$ cat src/rtl/id_ex_operand_stage_pkg.sv
// Shared opcode/funct encodings, ALU operation codes and the decoded-control bundle
// used by the ID/EX operand stage and its ALU-control decoder.
package id_ex_operand_stage_pkg;

  localparam int XLEN_DEF = 32;
  localparam int RIDX_DEF = 5;

  localparam logic [5:0] OP_RTYPE = 6'h00;
  localparam logic [5:0] OP_BEQ   = 6'h04;
  localparam logic [5:0] OP_ADDI  = 6'h08;
  localparam logic [5:0] OP_ANDI  = 6'h0C;
  localparam logic [5:0] OP_ORI   = 6'h0D;
  localparam logic [5:0] OP_LW    = 6'h23;
  localparam logic [5:0] OP_SW    = 6'h2B;

  localparam logic [5:0] FN_ADD = 6'h20;
  localparam logic [5:0] FN_SUB = 6'h22;
  localparam logic [5:0] FN_AND = 6'h24;
  localparam logic [5:0] FN_OR  = 6'h25;

  typedef enum logic [1:0] {
    ALU_AND = 2'b00,
    ALU_OR  = 2'b01,
    ALU_ADD = 2'b10
  } alu_op_e;

  typedef struct packed {
    alu_op_e operation;
    logic    binvert;
    logic    cin;
    logic    imm_sel;
    logic    zext;
    logic    reg_write;
    logic    rt_used;
    logic    illegal;
  } alu_ctrl_t;

endpackage

$ cat src/rtl/id_ex_operand_stage_alu_ctrl_decode.sv
// Combinational opcode/funct decode into ALU controls, immediate select and hazard hints.
// Zero latency; no flow control (pure function of the instruction fields).
module id_ex_operand_stage_alu_ctrl_decode
  import id_ex_operand_stage_pkg::*;
(
  input  logic [5:0] i_opcode,
  input  logic [5:0] i_funct,
  output alu_ctrl_t  o_ctrl
);

  always_comb begin
    o_ctrl           = '0;
    o_ctrl.operation = ALU_AND;
    case (i_opcode)
      OP_RTYPE: begin
        // R-type always reads rt, even when the funct turns out to be unsupported
        o_ctrl.rt_used = 1'b1;
        case (i_funct)
          FN_ADD: begin
            o_ctrl.operation = ALU_ADD;
            o_ctrl.reg_write = 1'b1;
          end
          FN_SUB: begin
            o_ctrl.operation = ALU_ADD;
            o_ctrl.binvert   = 1'b1;
            o_ctrl.cin       = 1'b1;
            o_ctrl.reg_write = 1'b1;
          end
          FN_AND: o_ctrl.reg_write = 1'b1;
          FN_OR: begin
            o_ctrl.operation = ALU_OR;
            o_ctrl.reg_write = 1'b1;
          end
          default: o_ctrl.illegal = 1'b1;
        endcase
      end
      OP_ADDI, OP_LW: begin
        o_ctrl.operation = ALU_ADD;
        o_ctrl.imm_sel   = 1'b1;
        o_ctrl.reg_write = 1'b1;
      end
      OP_ANDI: begin
        o_ctrl.imm_sel   = 1'b1;
        o_ctrl.zext      = 1'b1;
        o_ctrl.reg_write = 1'b1;
      end
      OP_ORI: begin
        o_ctrl.operation = ALU_OR;
        o_ctrl.imm_sel   = 1'b1;
        o_ctrl.zext      = 1'b1;
        o_ctrl.reg_write = 1'b1;
      end
      OP_SW: begin
        o_ctrl.operation = ALU_ADD;
        o_ctrl.imm_sel   = 1'b1;
        o_ctrl.rt_used   = 1'b1;
      end
      OP_BEQ: begin
        // Compare as rs - rt; the branch unit looks at the ALU zero flag
        o_ctrl.operation = ALU_ADD;
        o_ctrl.binvert   = 1'b1;
        o_ctrl.cin       = 1'b1;
        o_ctrl.rt_used   = 1'b1;
      end
      default: o_ctrl.illegal = 1'b1;
    endcase
  end

endmodule

$ cat src/rtl/id_ex_operand_stage.sv
// ID/EX register feeding the ALU: decode, EX/MEM-over-MEM/WB forwarding, load-use stall.
// One-cycle latency; valid/ready handshake, holds all outputs while out_ready is low.
module id_ex_operand_stage
  import id_ex_operand_stage_pkg::*;
#(
  parameter int XLEN = XLEN_DEF,
  parameter int RIDX = RIDX_DEF
) (
  input  logic            clk,
  input  logic            rst_n,
  input  logic            flush,
  input  logic            in_valid,
  output logic            in_ready,
  input  logic [5:0]      in_opcode,
  input  logic [5:0]      in_funct,
  input  logic [15:0]     in_imm,
  input  logic [RIDX-1:0] in_rs,
  input  logic [RIDX-1:0] in_rt,
  input  logic [RIDX-1:0] in_rd,
  input  logic [XLEN-1:0] in_rs_data,
  input  logic [XLEN-1:0] in_rt_data,
  input  logic            exm_wr,
  input  logic            exm_load,
  input  logic [RIDX-1:0] exm_rd,
  input  logic [XLEN-1:0] exm_data,
  input  logic            mwb_wr,
  input  logic [RIDX-1:0] mwb_rd,
  input  logic [XLEN-1:0] mwb_data,
  output logic            out_valid,
  input  logic            out_ready,
  output logic [XLEN-1:0] alu_in1,
  output logic [XLEN-1:0] alu_in2,
  output logic            alu_binvert,
  output logic            alu_cin,
  output logic [1:0]      alu_operation,
  output logic [RIDX-1:0] out_rd,
  output logic            out_reg_write,
  output logic [XLEN-1:0] out_store_data,
  output logic            out_illegal,
  output logic            stall
);

  alu_ctrl_t       w_ctrl;
  logic [XLEN-1:0] w_rs_fwd;
  logic [XLEN-1:0] w_rt_fwd;
  logic [XLEN-1:0] w_imm_ext;
  logic            w_stall;
  logic            w_capture;

  logic            r_valid;
  logic [XLEN-1:0] r_in1;
  logic [XLEN-1:0] r_in2;
  logic            r_binvert;
  logic            r_cin;
  logic [1:0]      r_operation;
  logic [RIDX-1:0] r_rd;
  logic            r_reg_write;
  logic [XLEN-1:0] r_store_data;
  logic            r_illegal;

  id_ex_operand_stage_alu_ctrl_decode u_decode (
    .i_opcode (in_opcode),
    .i_funct  (in_funct),
    .o_ctrl   (w_ctrl)
  );

  // $0 is never forwarded; the younger EX/MEM result beats MEM/WB
  always_comb begin
    w_rs_fwd = in_rs_data;
    if (exm_wr && (exm_rd == in_rs) && (in_rs != '0)) begin
      w_rs_fwd = exm_data;
    end else if (mwb_wr && (mwb_rd == in_rs) && (in_rs != '0)) begin
      w_rs_fwd = mwb_data;
    end
  end

  always_comb begin
    w_rt_fwd = in_rt_data;
    if (exm_wr && (exm_rd == in_rt) && (in_rt != '0)) begin
      w_rt_fwd = exm_data;
    end else if (mwb_wr && (mwb_rd == in_rt) && (in_rt != '0)) begin
      w_rt_fwd = mwb_data;
    end
  end

  assign w_imm_ext = w_ctrl.zext ? {{(XLEN-16){1'b0}}, in_imm}
                                 : {{(XLEN-16){in_imm[15]}}, in_imm};

  assign w_stall = in_valid && exm_load && (exm_rd != '0) &&
                   ((exm_rd == in_rs) || ((exm_rd == in_rt) && w_ctrl.rt_used));

  // Flush does not gate ready: ID squashes its own copy, the handshake simply discards it here
  assign in_ready  = (!r_valid || out_ready) && !w_stall;
  assign w_capture = in_valid && in_ready && !flush;

  always_ff @(posedge clk or negedge rst_n) begin
    if (!rst_n) begin
      r_valid      <= 1'b0;
      r_in1        <= '0;
      r_in2        <= '0;
      r_binvert    <= 1'b0;
      r_cin        <= 1'b0;
      r_operation  <= 2'b00;
      r_rd         <= '0;
      r_reg_write  <= 1'b0;
      r_store_data <= '0;
      r_illegal    <= 1'b0;
    end else begin
      if (flush) begin
        r_valid <= 1'b0;
      end else if (w_capture) begin
        r_valid <= 1'b1;
      end else if (out_ready) begin
        r_valid <= 1'b0;
      end
      if (w_capture) begin
        r_in1        <= w_rs_fwd;
        r_in2        <= w_ctrl.imm_sel ? w_imm_ext : w_rt_fwd;
        r_binvert    <= w_ctrl.binvert;
        r_cin        <= w_ctrl.cin;
        r_operation  <= w_ctrl.operation;
        r_rd         <= in_rd;
        r_reg_write  <= w_ctrl.reg_write;
        r_store_data <= w_rt_fwd;
        r_illegal    <= w_ctrl.illegal;
      end
    end
  end

  assign out_valid      = r_valid;
  assign alu_in1        = r_in1;
  assign alu_in2        = r_in2;
  assign alu_binvert    = r_binvert;
  assign alu_cin        = r_cin;
  assign alu_operation  = r_operation;
  assign out_rd         = r_rd;
  assign out_reg_write  = r_reg_write;
  assign out_store_data = r_store_data;
  assign out_illegal    = r_illegal;
  assign stall          = w_stall;

endmodule

$ cat config.mk
export PLATFORM = sky130hd
export DESIGN_NAME = id_ex_operand_stage
export DESIGN_NICKNAME = d
export VERILOG_FILES = /design/src/rtl/id_ex_operand_stage_pkg.sv /design/src/rtl/id_ex_operand_stage_alu_ctrl_decode.sv /design/src/rtl/id_ex_operand_stage.sv
export SDC_FILE = /design/constraint.sdc
export NUM_CORES = 1
export LEC_CHECK = 0
export CAP_MARGIN = 10
export CORE_UTILIZATION = 43
export CTS_CLUSTER_DIAMETER = 40
export CTS_CLUSTER_SIZE = 20
export DETAILED_ROUTE_END_ITERATION = 6
export HOLD_SLACK_MARGIN = 0.15
export PLACE_DENSITY = 0.88
export SLEW_MARGIN = 20
export SYNTH_ARGS = -nofsm -noshare
export SYNTH_HDL_FRONTEND = slang
export SYNTH_HIERARCHICAL = 1
export SYNTH_SLANG_ARGS = --single-unit
$ cat constraint.sdc
create_clock -name clk -period 3.15 [get_ports clk]
set_clock_uncertainty 0.2 [all_clocks]
set_input_delay 0.4725 -clock clk [delete_from_list [all_inputs] [get_ports clk]]
set_output_delay 0.4725 -clock clk [all_outputs]
set_load 0.005 [all_outputs]
* After elaboration in Yosys (flattened, before gate mapping)
Index checks and enable logic that the tools add are counted.
** Word-level totals
- Register bits :: 108
- Bits in latches :: 0
- Memory bits (writable) :: 0
- Bits in read-only memories :: 0
- Input port bits :: 189
- Output and inout bits :: 110
- Memories kept :: 0
** Cells by class
- $add $sub $neg :: 0
- $mul :: 0
- Div/mod/pow operators :: 0
- $lt $le $gt $ge :: 0
- Eq/ne operators :: 14
- Shift operators :: 0
- Muxes and demuxes :: 20
- Bitwise logic cells :: 0
- Reduce and logical (&&, ||, !) cells :: 33
** Operators by type and width (count)
- two-way mux 32 bit :: 6
- equality test 6 bit (second input constant) :: 6
- equality test 5 bit :: 4
- equality test 6 x 4 -> 1 bit (second input constant) :: 3
- logical AND 1 bit :: 15
- nonzero test 5 bit :: 3
- OR reduction 4 bit :: 3
- two-way mux 1 bit :: 8
- one-hot mux 2 bit (2 select lines) :: 2
- equality test 6 x 3 -> 1 bit (second input constant) :: 1
- zero test 6 bit :: 1
- one-hot mux 2 bit (3 select lines) :: 1
- OR reduction 6 bit :: 1
- OR reduction 5 bit :: 1
- one-hot mux 1 bit (2 select lines) :: 2
- OR reduction 2 bit :: 2
- zero test 1 bit :: 3
- nonzero test 3 bit :: 1
- OR reduction 3 bit :: 1
- logical OR 1 bit :: 2
- two-way mux 2 bit :: 1

* Logic depth before layout (Yosys ltp)
Gate-level depths: netlist (run 1).
- Depth in word-level cells :: 12
- Gate-level depth with buffers :: 10

* By module
Netlist (run 1), hierarchy kept.
** By module, submodules not included
- id_ex_operand_stage :: times used 1, cells an instance 656, area each 6660.1 µm²
- id_ex_operand_stage_alu_ctrl_decode :: times used 1, cells an instance 29, area each 222.7 µm²

* Worst setup path before layout (run 1)
Ideal clock, no wire load.
- Kind :: input to output
- Start :: in in_opcode[0]
- End :: out in_ready
- Data arrival time :: 2.053 ns
- Path slack :: 0.424 ns
- Stages :: 9
- Buffers on the path :: 2
- Cells stage by stage :: or4_4 > o21a_1 > nor2_1 > nand2_1 > o2bb2ai_1 > and2_1 > buf_2 > clkbuf_1 > nor2_1
** RTL lines
- start, declared :: line id_ex_operand_stage.sv:14 : input logic [5:0] in_opcode,
- end, declared :: line id_ex_operand_stage.sv:13 : output logic in_ready,

==> reports/metrics.csv, run 1 <==
stage,metric,value,unit
global_routing,grt_usage,0.321,
route,drt-pass1-iter-count,6,
pwr,pwr-share-seq,0.390,
critical_path,reg2regPathDepth,6,
critical_path,start_kind,input port,
route,dr_wl_met3,2340,µm
clock_tree,cts_buffer_depth,2,
global_routing,grt_pass1_vias,7079,
yosys,synth_edf_count,0,
final_layout,nFillCells,1194,
critical_path,crit-reg2reg-launch,out_valid,
timing,layout_min_cycle_time,3060,ps
yosys,yosys_most_used_dff,dfrtp_1,
timing,maxSlewViolCount,0,
floorplan,ioPinCount,299,
timing,max_freq,327,MHz
run,cap_violations,0,
clock_tree,cts_sinks,108,
final_layout,seqCellArea,2700,µm²
yosys,synth_area_per_cell,10.0,µm²
timing,whs,306,ps
placed_design,placedCellCount,1195,
critical_path,crit_fanout,4,
pwr,power,4.59,mW
placed_design,dp.final_hpwl,20200,µm
hold_path,worstHoldPathType,flip-flop to flip-flop,
route,avgViaCountPerCell,5.99,
clock_tree,htree_levels,3,
timing,relSlewSlack,0.573,
pwr,p_int,3.24,mW
yosys,synth_warnings,6,
route,first_iter_violations,762,
floorplan,core-area,15400,µm²
hold_path,hp-start,alu_in2[22],
critical_path,cp_cell_sequence,"clkdlybuf4s50_1, or4_4, o21a_1, nor2_2, nand2_1, o2bb2ai_2, and2_4, nor2_1, clkbuf_2",
floorplan,die_w,129,µm
pwr,p_sw,1.35,mW
timing,fin_crit_sh,0.972,
timing,tightestPinTransition,640,ps
critical_path,slowest_delay,540,ps
placed_design,io_buffers,298,
yosys,synth.ff_latch_count,108,
global_routing,grt_start_max_net_pins,109,
timing,hold_violations,0,
yosys,synth_seq_area_share,0.393,
route,met1_length,11500,µm
yosys,syn_area,6880,µm²
yosys,async_reset_ff_frac,1.00,
global_routing,overflow,0,
critical_path,crit_slowest_cell,or4_4,
critical_path,cp-end-kind,output port,
pwr,combPwrFrac,0.363,
critical_path,r2r-end,alu_in2[24],
hold_path,min_to,alu_in2[22],
yosys,syn_inst,685,
clock_tree,cts_root_buffer,clkbuf_16,
route,drt-total-wl,26600,µm
clock_tree,clk_pin_slew,80,ps
route,drt_drc_violations_left,0,
critical_path,critPathRequiredTime,2480,ps
final_layout,drive_above_1_share,0.184,
yosys,synth_nets,874,
placed_design,gp_congestion,0.950,
global_routing,grt_pass1_wl,39900,µm
route,dr_wl_met2,12000,µm
route,highest_layer,met4,
floorplan,fp-row-count,45,
floorplan,start_util,0.446,
yosys,ys_types,58,
timing,setup_violations,0,
timing,timing.final.ws_setup,89.2,ps
final_layout,fin_cells,1214,
critical_path,critPathBufInv,2,
clock_tree,cts_tree,yes,
critical_path,crit_family,simple AND/OR/NAND/NOR gates,
final_layout,multi_input_area,3880,µm²
pwr,ir_drop,0.300,mV
clock_tree,cts_inserted_buffers,9,
pwr,p_sw_frac,0.294,
critical_path,critical_path_class,input port to output port,
final_layout,syn_to_final_growth,58.3,%
route,wl_per_cell,21.9,µm
critical_path,rrSetupSlack,1020,ps
floorplan,die_height,129,µm
pwr,clock_power_share,0.246,
hold_path,min_path_cells,1,
final_layout,final_util,0.706,
pwr,power.density,421,nW/µm²
global_routing,antenna_found_initial,1,
outcome,status,"complete, no violations",
timing,rsz0062_at_grt,true,
route,routed-via-count,7266,
floorplan,die_area,16500,µm²
final_layout,nets,1186,
pwr,p_leak,4.14,nW
critical_path,cp.arrival,2390,ps
clock_tree,clk_latency,360,ps
placed_design,place_ws,-324,ps
route,postRouteAntennaNets,0,
-- per-stage QoR --
stage / instance area (µm²) / TNS [ps]
after floorplan: 6880 / 0
after global placement: 10600 / -625
after detailed placement: 10600 / -1320
after CTS: 10900 / 0
after global routing: 10900 / -14.6
final: 10900 / 0
-- final cells by class --
type                       count  share of cell area
tap                          211              0.0242
timing repair buffer         374               0.344
sequential                   108               0.248
clock buffer                   9              0.0207
antenna                        1            0.000230
clock inverter                 7             0.00540
multi-input combinational    500               0.356
inverter                       4             0.00138
-- state kept, by name, indices dropped and copies added (netlist names) --
| register | cells |
|---|---|
| alu_in1 | 32 |
| alu_in2 | 32 |
| out_store_data | 32 |
| out_rd | 5 |
| alu_operation | 2 |
| alu_binvert | 1 |
| alu_cin | 1 |
| out_illegal | 1 |
| out_reg_write | 1 |
| out_valid | 1 |
-- timing repair --
action,in CTS,in global routing
hold buffers,1,0
buffers inserted,0,1
setup endpoints to repair,2,2
hold endpoints to repair,108,0
resized for setup,5,4
pin swaps,0,3
-- kinds of logic (layout without fill, tap and decap cells) --
logic type      count (synthesis)  in the layout  synth area share
buf+inv                        77            394            0.0525
simple gates                  192            192             0.163
compound gates                211            211             0.241
xor+xnor                       21             21            0.0267
flops                         108            108             0.393
mux                            76             76             0.124
other cells                     0              1                 0
-- power groups by stage --
stage          combinational (mW)  sequential, mW  clock (mW)
3_5_place_dp                 1.65            1.81           0
3_3_place_gp                 1.63            1.80           0
4_1_cts                      1.66            1.79        1.15
2_1_floorplan               0.535            1.82           0
6_report                     1.67            1.79        1.13
5_1_grt                      1.77            1.82        1.21
-- metal layers --
metal | up-vias | track usage
met3 | 50 | 0.0603
met1 | 3542 | 0.453
li1 | 3292 | -
met5 | - | 0
met2 | 382 | 0.480
met4 | 0 | 0.140
-- cells in the mapped netlist (9+ instances only) --
library cell	instances	area share
nand3b_1	33	0.036
dfrtp_1	108	0.39
clkbuf_1	44	0.024
a21boi_0	32	0.035
xnor2_1	12	0.015
o31a_1	32	0.041
o32a_1	32	0.047
nand2_1	34	0.019
xor2_1	9	0.011
and3_1	32	0.029
a31oi_1	33	0.030
nand3_1	32	0.023
a311oi_1	32	0.041
nor3_1	34	0.025
o21ai_0	32	0.023
mux2_2	75	0.12
buf_2	16	0.012
-- worst max-delay path by stage --
stage                       startpoint  endpoint  slack [ps]  cells past startpoint
final                     in_opcode[0]  in_ready          90                      9
after CTS                 in_opcode[0]  in_ready          30                      9
after global routing      in_opcode[0]  in_ready         -10                      9
after detailed placement  in_opcode[0]     stall        -320                      8
after floorplan           in_opcode[0]  in_ready         420                      9
after global placement    in_opcode[0]     stall        -260                      8
-- cells in the final DEF (no fill, tap or decap), types with 33 or more instances in the layout --
cell type / n
nand2_1: 34
a31oi_1: 33
buf_4: 60
mux2_2: 75
clkdlybuf4s50_1: 295
nand3b_1: 33
nor3_1: 34
dfrtp_1: 108
Note: power is estimated with default switching activity, not from simulation.
==> inputs of run 2 (changes only) <==
==> constraint.sdc (replaced) <==
create_clock -name clk -period 3.15 [get_ports clk]
set_clock_uncertainty 0.2 [all_clocks]
set_input_delay 0.4725 -clock clk [delete_from_list [all_inputs] [get_ports clk]]
set_output_delay 0.4725 -clock clk [all_outputs]
set_load 0.02 [all_outputs]
==> run 2 against run 1 <==
Register-to-register slack got worse by 30 ps. Non-clock buffer count decreased by 2. Sequential power barely moved. Clock power grew 4%. Critical endpoint unchanged.
==> reports/metrics.csv, run 2 (synthesis gave the netlist of run 1 again) <==
stage,metric,value,unit,change
final_layout,layout_common_cells,"clkdlybuf4s50_1 (295), dfrtp_1 (108), mux2_2 (75)",,unchanged
floorplan,fp-row-count,45,,unchanged
global_routing,grt_start_max_net_pins,65,,was 109
clock_tree,cts_buffer_depth,2,,unchanged
placed_design,placedCellCount,1194,,was 1195
clock_tree,cts_tree,yes,,unchanged
timing,hold_violations,0,,unchanged
hold_path,hp-start,alu_in2[23],,was alu_in2[22]
clock_tree,htree_levels,3,,unchanged
critical_path,cp-end-kind,output port,,unchanged
outcome,status,"complete, no violations",,unchanged
clock_tree,post_cts_buffers,0,,unchanged
placed_design,dp.final_hpwl,20700,µm,was 20200 µm
route,routed-via-count,7251,,was 7266
critical_path,crit_fanout,4,,unchanged
critical_path,critPathRequiredTime,2480,ps,about the same
global_routing,overflow,0,,unchanged
critical_path,cp.arrival,2360,ps,was 2390 ps
route,first_iter_violations,743,,was 762
placed_design,io_buffers,298,,unchanged
critical_path,reg2regPathDepth,6,,unchanged
route,wl_per_cell,22.3,µm,was 21.9 µm
timing,fin_crit_sh,0.962,,was 0.972
floorplan,core-area,15400,µm²,unchanged
clock_tree,clk_pin_slew,70,ps,was 80 ps
timing,tightestPinTransition,644,ps,was 640 ps
pwr,power,4.93,mW,was 4.59 mW
global_routing,grt_usage,0.327,,was 0.321
floorplan,die_area,16500,µm²,unchanged
route,postRouteAntennaNets,0,,unchanged
floorplan,ioPinCount,299,,unchanged
timing,rsz0062_at_grt,false,,was true
clock_tree,cts_inserted_buffers,9,,unchanged
global_routing,grt_pass1_vias,7152,,was 7079
final_layout,drive_above_1_share,0.182,,was 0.184
pwr,power.density,454,nW/µm²,was 421 nW/µm²
timing,layout_min_cycle_time,3030,ps,was 3060 ps
final_layout,nets,1184,,was 1186
timing,maxSlewViolCount,0,,unchanged
placed_design,gp_congestion,0.919,,was 0.950
final_layout,syn_to_final_growth,57.8,%,was 58.3%
route,drt-pass1-iter-count,7,,was 6
timing,setup_violations,0,,unchanged
route,avgViaCountPerCell,5.98,,was 5.99
hold_path,min_path_cells,1,,unchanged
timing,timing.final.ws_setup,119,ps,was 89.2 ps
global_routing,grt_pass1_wl,41000,µm,was 39900 µm
clock_tree,cts_sinks,108,,unchanged
critical_path,rrSetupSlack,990,ps,was 1020 ps
run,cap_violations,0,,unchanged
critical_path,start_kind,input port,,unchanged
timing,relSlewSlack,0.570,,was 0.573
critical_path,crit-reg2reg-launch,out_valid,,unchanged
final_layout,layout_commonest_cell,clkdlybuf4s50_1,,unchanged
timing,max_freq,330,MHz,was 327 MHz
hold_path,min_to,alu_in2[23],,was alu_in2[22]
timing,finalSetupTns,0,ps,unchanged
pwr,p_leak,4.13,nW,was 4.14 nW
route,drt_drc_violations_left,0,,unchanged
global_routing,antenna_found_initial,2,,was 1
clock_tree,clk_latency,360,ps,about the same
clock_tree,cts_root_buffer,clkbuf_16,,unchanged
hold_path,worstHoldPathType,flip-flop to flip-flop,,unchanged
route,drt-total-wl,27000,µm,was 26600 µm
placed_design,place_ws,-468,ps,was -324 ps
floorplan,die_w,129,µm,unchanged
final_layout,fin_cells,1212,,was 1214
pwr,ir_drop,0.368,mV,was 0.300 mV
floorplan,die_height,129,µm,unchanged
critical_path,critical_path_class,input port to output port,,unchanged
floorplan,start_util,0.446,,unchanged
critical_path,r2r-end,alu_in2[19],,was alu_in2[24]
-- run 2: where the power goes --
| group | switching (mW) | internal [mW] | total [mW] |
|---|---|---|---|
| sequential | 0.146 | 1.64 | 1.79 |
| combinational | 0.930 | 1.04 | 1.97 |
| clock | 0.588 | 0.582 | 1.17 |
| total | 1.66 | 3.27 | 4.93 |
-- run 2: how the worst max path moves through the flow --
stage	start	to	slack [ps]
2_1_floorplan	in_opcode[0]	in_ready	190
3_3_place_gp	in_opcode[0]	stall	-390
3_5_place_dp	in_opcode[0]	stall	-470
4_1_cts	in_opcode[0]	stall	3
5_1_grt	in_opcode[0]	in_ready	60
6_report	in_opcode[0]	in_ready	120
-- run 2: area by class of cell --
cell class,instances,area [µm²]
Antenna cell,1,2.50
Clock buffer,10,239
Clock inverter,6,63.8
Fill cell,1169,4570
Inverter,4,15.0
Multi-Input combinational cell,500,3880
Sequential cell,108,2700
Tap cell,211,264
Timing Repair Buffer,372,3690
-- run 2: timing repair --
item	CTS	global route
resized for setup	9	3
endpoints found under the hold margin	39	0
hold buffers	1	0
endpoints found under the setup margin	2	2
-- run 2: metal layers --
metal	track usage	share of wire	up-vias
li1	-	-	3282
met1	0.454	0.43	3510
met2	0.492	0.44	382
met3	0.0690	0.083	77
met4	0.145	0.040	0
met5	0	0	-
-- run 2: worst max-delay path, stage by stage --
cell and delay, ps:
clkdlybuf4s50_1 420, or4_4 540, o21a_1 130, nor2_2 120, nand2_1 80, o2bb2ai_2 160
and2_4 200, nor2_1 50, buf_2 170
-- run 2: metrics by stage --
step                cell area (µm²)   util  hold slack (ps)
detailed placement            10500  0.683              282
finish                        10900  0.704              306
floorplan                      6880      -            -23.1
global placement              10500  0.683              278
CTS                           10900  0.705              306
global route                  10900  0.704              319
